File: src/rtl/uart_pkg.sv
// Shared types and constants for the UART receive path.
// Latency: n/a (declarations only).
// Backpressure: n/a.
package uart_pkg;

  // Receiver frame states; encoded in 3 bits.
  typedef enum logic [2:0] {
    IDLE    = 3'd0,
    START_B = 3'd1,
    DATA    = 3'd2,
    STOP_B  = 3'd3,
    CLEANUP = 3'd4
  } rx_state_t;

  // Bit period that matches the transmit controller.
  localparam int unsigned DEFAULT_CLKS_PER_BIT = 868;

  // Payload bits per frame (8N1).
  localparam int unsigned DATA_BITS = 8;

  // Width of the per-bit clock counter; covers periods up to 2^19-1.
  localparam int unsigned CNT_W = 19;

  // Width of the data bit index.
  localparam int unsigned BIT_CNT_W = 3;

  // True for every state that belongs to an in-flight frame.
  function automatic logic rx_state_busy(input rx_state_t s);
    return (s != IDLE);
  endfunction

endpackage

File: src/rtl/sync_2ff.sv
// Two-flop synchronizer for a single asynchronous input bit.
// Latency: 2 clk cycles from d to q.
// Backpressure: none; samples every cycle.
module sync_2ff #(
  parameter logic RST_VAL = 1'b1
) (
  input  logic clk,
  input  logic rst,
  input  logic d,
  output logic q
);

  logic meta;

  // Two back-to-back flops; both come out of reset at RST_VAL so the
  // synchronized value starts in a known, benign level.
  always_ff @(posedge clk or negedge rst) begin
    if (!rst) begin
      meta <= RST_VAL;
      q    <= RST_VAL;
    end else begin
      meta <= d;
      q    <= meta;
    end
  end

endmodule

File: src/rtl/uart_rx_ctrl.sv
// 8N1 UART receiver with a one-entry byte buffer and framing/overrun flags.
// Latency: valid_o rises HALF_BIT + 9*CLKS_PER_BIT + 3 clk after the rx_i falling edge.
// Backpressure: valid_o held until ack_i; a good frame arriving while full is dropped and flagged.
module uart_rx_ctrl
  import uart_pkg::*;
#(
  parameter int unsigned CLKS_PER_BIT = DEFAULT_CLKS_PER_BIT,
  parameter int unsigned HALF_BIT     = CLKS_PER_BIT / 2
) (
  input  logic       clk,
  input  logic       rst,
  input  logic       rx_i,
  input  logic       ack_i,
  output logic [7:0] data_o,
  output logic       valid_o,
  output logic       active_o,
  output logic       frame_err_o,
  output logic       overrun_o
);

  // Terminal counts for the start-bit mid-sample and full bit periods.
  localparam logic [CNT_W-1:0]     HALF_LAST = CNT_W'(HALF_BIT - 1);
  localparam logic [CNT_W-1:0]     BIT_LAST  = CNT_W'(CLKS_PER_BIT - 1);
  localparam logic [BIT_CNT_W-1:0] LAST_BIT  = BIT_CNT_W'(DATA_BITS - 1);

  rx_state_t            state;
  logic [CNT_W-1:0]     clk_cnt;
  logic [BIT_CNT_W-1:0] bit_cnt;
  logic [DATA_BITS-1:0] shift;

  logic rx_s;
  logic rx_prev;
  logic fall;

  // The line is asynchronous; bring it into the clk domain idling high so
  // reset release never looks like a start edge.
  sync_2ff #(
    .RST_VAL(1'b1)
  ) u_rx_sync (
    .clk(clk),
    .rst(rst),
    .d  (rx_i),
    .q  (rx_s)
  );

  // Previous synchronized level for falling-edge detection.
  always_ff @(posedge clk or negedge rst) begin
    if (!rst) begin
      rx_prev <= 1'b1;
    end else begin
      rx_prev <= rx_s;
    end
  end

  assign fall = rx_prev & ~rx_s;

  // Frame FSM with counters, shift register and all registered outputs.
  // The byte buffer is updated in the same edge as the stop-bit sample, so
  // an ack and a new good byte in one cycle simply replace the old byte.
  always_ff @(posedge clk or negedge rst) begin
    if (!rst) begin
      state       <= IDLE;
      clk_cnt     <= '0;
      bit_cnt     <= '0;
      shift       <= '0;
      data_o      <= '0;
      valid_o     <= 1'b0;
      active_o    <= 1'b0;
      frame_err_o <= 1'b0;
      overrun_o   <= 1'b0;
    end else begin
      frame_err_o <= 1'b0;
      overrun_o   <= 1'b0;

      // Consumer drains the buffer; ignored while empty.
      if (ack_i && valid_o) begin
        valid_o <= 1'b0;
      end

      case (state)
        IDLE: begin
          clk_cnt <= '0;
          bit_cnt <= '0;
          if (fall) begin
            state    <= START_B;
            active_o <= rx_state_busy(START_B);
          end
        end

        START_B: begin
          if (clk_cnt == HALF_LAST) begin
            clk_cnt <= '0;
            bit_cnt <= '0;
            if (!rx_s) begin
              state <= DATA;
            end else begin
              // Line was high again at mid-start: treat as a glitch.
              state    <= IDLE;
              active_o <= rx_state_busy(IDLE);
            end
          end else begin
            clk_cnt <= clk_cnt + CNT_W'(1);
          end
        end

        DATA: begin
          if (clk_cnt == BIT_LAST) begin
            clk_cnt        <= '0;
            shift[bit_cnt] <= rx_s;
            if (bit_cnt == LAST_BIT) begin
              bit_cnt <= '0;
              state   <= STOP_B;
            end else begin
              bit_cnt <= bit_cnt + BIT_CNT_W'(1);
            end
          end else begin
            clk_cnt <= clk_cnt + CNT_W'(1);
          end
        end

        STOP_B: begin
          if (clk_cnt == BIT_LAST) begin
            clk_cnt <= '0;
            state   <= CLEANUP;
            if (rx_s) begin
              if (valid_o && !ack_i) begin
                // Buffer still owned by the consumer: drop the new byte.
                overrun_o <= 1'b1;
              end else begin
                data_o  <= shift;
                valid_o <= 1'b1;
              end
            end else begin
              frame_err_o <= 1'b1;
            end
          end else begin
            clk_cnt <= clk_cnt + CNT_W'(1);
          end
        end

        CLEANUP: begin
          // One dead cycle; the line must be seen high again before a new
          // start edge counts, which the edge detector guarantees.
          state    <= IDLE;
          active_o <= rx_state_busy(IDLE);
        end

        default: begin
          state    <= IDLE;
          active_o <= 1'b0;
        end
      endcase
    end
  end

endmodule

File: config.mk
export PLATFORM = sky130hd
export DESIGN_NAME = uart_rx_ctrl
export DESIGN_NICKNAME = d
export VERILOG_FILES = /design/src/rtl/uart_pkg.sv /design/src/rtl/sync_2ff.sv /design/src/rtl/uart_rx_ctrl.sv
export SDC_FILE = /design/constraint.sdc
export NUM_CORES = 1
export LEC_CHECK = 0
export CORE_MARGIN = 2
export CORE_UTILIZATION = 50
export DETAILED_ROUTE_END_ITERATION = 8
export GPL_ROUTABILITY_DRIVEN = 0
export GPL_TIMING_DRIVEN = 0
export PLACE_DENSITY = 0.72
export SLEW_MARGIN = 20
export SYNTH_ARGS = -nofsm -noshare
export SYNTH_HDL_FRONTEND = slang
export SYNTH_HIERARCHICAL = 1
export SYNTH_SLANG_ARGS = --single-unit
File: constraint.sdc
create_clock -name clk -period 2.2 [get_ports clk]
set_input_delay 0.66 -clock clk [delete_from_list [all_inputs] [get_ports clk]]
set_output_delay 0.66 -clock clk [all_outputs]
set_load 0.005 [all_outputs]
==> results.json <==
{
  "status": "completed",
  "htreeDepth": 2,
  "antenna_found_initial": 0,
  "io_pins": 16,
  "cts_tree": "done",
  "syn_inst": 261,
  "synth_nets": 269,
  "coreArea_um2": 5070,
  "fmax_ghz": 0.469,
  "fin_area_um2": 3050,
  "syn_to_final_growth_pct": 17.0,
  "dieHeight_um": 76.3,
  "cts_made_buffers": 5,
  "clkLatencyLatePin_ps": 310,
  "hold_viol": 0,
  "rr_worst_depth": 9,
  "nets": 294,
  "num_vias": 2011,
  "rr_startpoint": "clk_cnt[1]",
  "clk_pin_slew_ps": 100,
  "r2r_slack_ps": 70,
  "tightestPinTransition_ps": 545,
  "wirelength_um": 5450,
  "grt_pass1_vias": 1894,
  "pwr_density_cell_nw_per_um2": 722,
  "hold_ws_ps": 300,
  "die_x_um": 76.3,
  "yosys_warnings": 6,
  "crit_type": "reg -> reg",
  "die-area_um2": 5820,
  "async_flop_share_pct": 100,
  "avgRoutedWirePerCell_um": 15.3,
  "layout_common_cells": "dfrtp_1 (44), nand2_1 (40), nor2_1 (16)",
  "drive_above_1_share_pct": 24.4,
  "final-max-slew-violation-count": 0,
  "cts_root_buf": "clkbuf_8",
  "grt_use_total_pct": 19.3,
  "start_kind": "register",
  "critPathCapture": "clk_cnt[17]",
  "grt_pass1_wl_um": 9090,
  "initial_core_util_pct": 51.5,
  "layout.cells.non_filler": 357,
  "ys_ff_latch": 48,
  "synthDistinctLibCells": 48,
  "p_leak_nw": 1.30,
  "r2r-end": "clk_cnt[17]",
  "diodes": 0,
  "syn_area_um2": 2610,
  "mostFrequentLayoutCell": "dfrtp_1",
  "via_per_inst": 5.63,
  "cts_hold_buf": 0,
  "grt_max_degree": 28,
  "slowest_delay_ps": 520,
  "post-route-period-util_pct": 96.9,
  "slew_headroom_pct": 63.4,
  "cp_slowest_cell": "or4b_4",
  "crit_fanout": 10,
  "end_kind": "register",
  "drt_iter0_drc": 101,
  "cts_buffer_depth": 2,
  "ir_drop_mv": 0.463,
  "num_rows": 26,
  "cap_viol_max_count": 0,
  "ys_seq_area_share_pct": 46.1,
  "hold_path.class": "in -> async",
  "startpoint": "clk_cnt[1]",
  "drtPass1Iterations": 4,
  "drc": 0,
  "setup_viol": 0,
  "crit_chain": "inv_2, ha_4, nand4_1, or4b_4, o21a_1, buf_6, buf_12, o22ai_2, o21ai_1",
  "clock-sinks": 48,
  "fin_tns_setup_ps": 0,
  "io_buffers": 15,
  "fin_crit_ps": 2130,
  "place_area_um2": 2860,
  "syn_avg_cell_area_um2": 10.0,
  "synth_ff_type": "dfrtp_1",
  "worstPathRequired_ps": 2400,
  "dp.cells": 347,
  "synth_edf_count": 0,
  "skew_ps": 11.2,
  "ant_nets": 0,
  "dpl.hpwl_um": 3790,
  "worstPathArrival_ps": 2330,
  "grt-ovfl-total": 0
}
==> worst min-delay path by stage <==
stage               cells past startpoint          end  slack, ps
floorplan                               0  u_rx_sync/q        350
global placement                        0  u_rx_sync/q        350
detailed placement                      0  u_rx_sync/q        350
CTS                                     1     shift[6]        320
global route                            1     shift[6]        340
finish                                  1     shift[6]        300
==> flip-flops by register name, indices dropped and copies added, names as in the netlist, 3 cells and up <==
register and cells:
state 3, bit_cnt 3, data_o 8, shift 8
clk_cnt 19
==> metal layers <==
metal	GRT usage (%)	routed length, um	vias to the layer above
li1	-	-	983
met3	4.15	248	6
met1	26.8	2520	973
met2	29.9	2620	49
met5	0	0	-
met4	7.09	60	0
==> final cells by class <==
cell class	instances	area (um2)
Fill cell	450	2020
Multi-Input combinational cell	192	1360
Sequential cell	48	1210
Timing Repair Buffer	18	178
Buffer	13	104
Tap cell	70	87.6
Clock buffer	5	68.8
Inverter	8	30.0
Clock inverter	3	23.8
==> cells in the mapped netlist, types with 4 or more instances <==
cell | count | area [um2]
o22ai_1 | 8 | 50.1
nor3_1 | 7 | 35.0
buf_2 | 4 | 20.0
inv_1 | 8 | 30.0
nor2b_1 | 8 | 50.1
a21oi_1 | 5 | 25.0
mux2_2 | 15 | 169
nand2_1 | 40 | 150
dfrtp_1 | 45 | 1130
o211ai_1 | 4 | 30.0
nand4_1 | 5 | 31.3
nand3_1 | 11 | 55.1
nor2_1 | 16 | 60.1
and2_1 | 4 | 25.0
o21ai_0 | 15 | 75.1
buf_6 | 5 | 56.3
o21a_1 | 4 | 30.0
ha_1 | 4 | 50.1
==> report_power, final <==
part / leakage [nW] / internal, mW / switching, mW
sequential: 0.639 / 0.977 / 0.132
combinational: 0.621 / 0.234 / 0.306
clock: 0.0404 / 0.226 / 0.329
total: 1.30 / 1.44 / 0.768
==> worst max-delay path: cells and delay by family, from the launching register on <==
kind / cells / cell delay (ps)
adders and majority gates: 1 / 130
AOI/OAI and AO/OA: 3 / 440
buffers and inverters: 3 / 390
DFF: 1 / 450
and+or+nand+nor: 2 / 610
==> kinds of logic after synthesis <==
group	Yosys count	synth area share, %
simple gates	116	25.4
mux	19	8.15
compound gates	51	12.9
fa+ha+maj	4	1.92
flops	48	46.1
xor+xnor	2	0.671
buf+inv	21	4.79
==> stage by stage <==
step                      power, mW  worst slack [ps]  util [%]
final                          2.21              67.1      60.2
after global routing           2.34             -22.0      60.2
after detailed placement       1.58             -53.5      56.4
after CTS                      2.13             -7.54      58.4
after floorplan                1.44               235         -
after global placement         1.56              -934      56.1
==> what timing repair did <==
item | in CTS | in global routing
gates cloned | 0 | 1
resized for setup | 2 | 16
pin swaps | 1 | 2
buffers inserted | 0 | 1
endpoints found under the setup margin | 10 | 31
(Power assumes the default switching activity.)
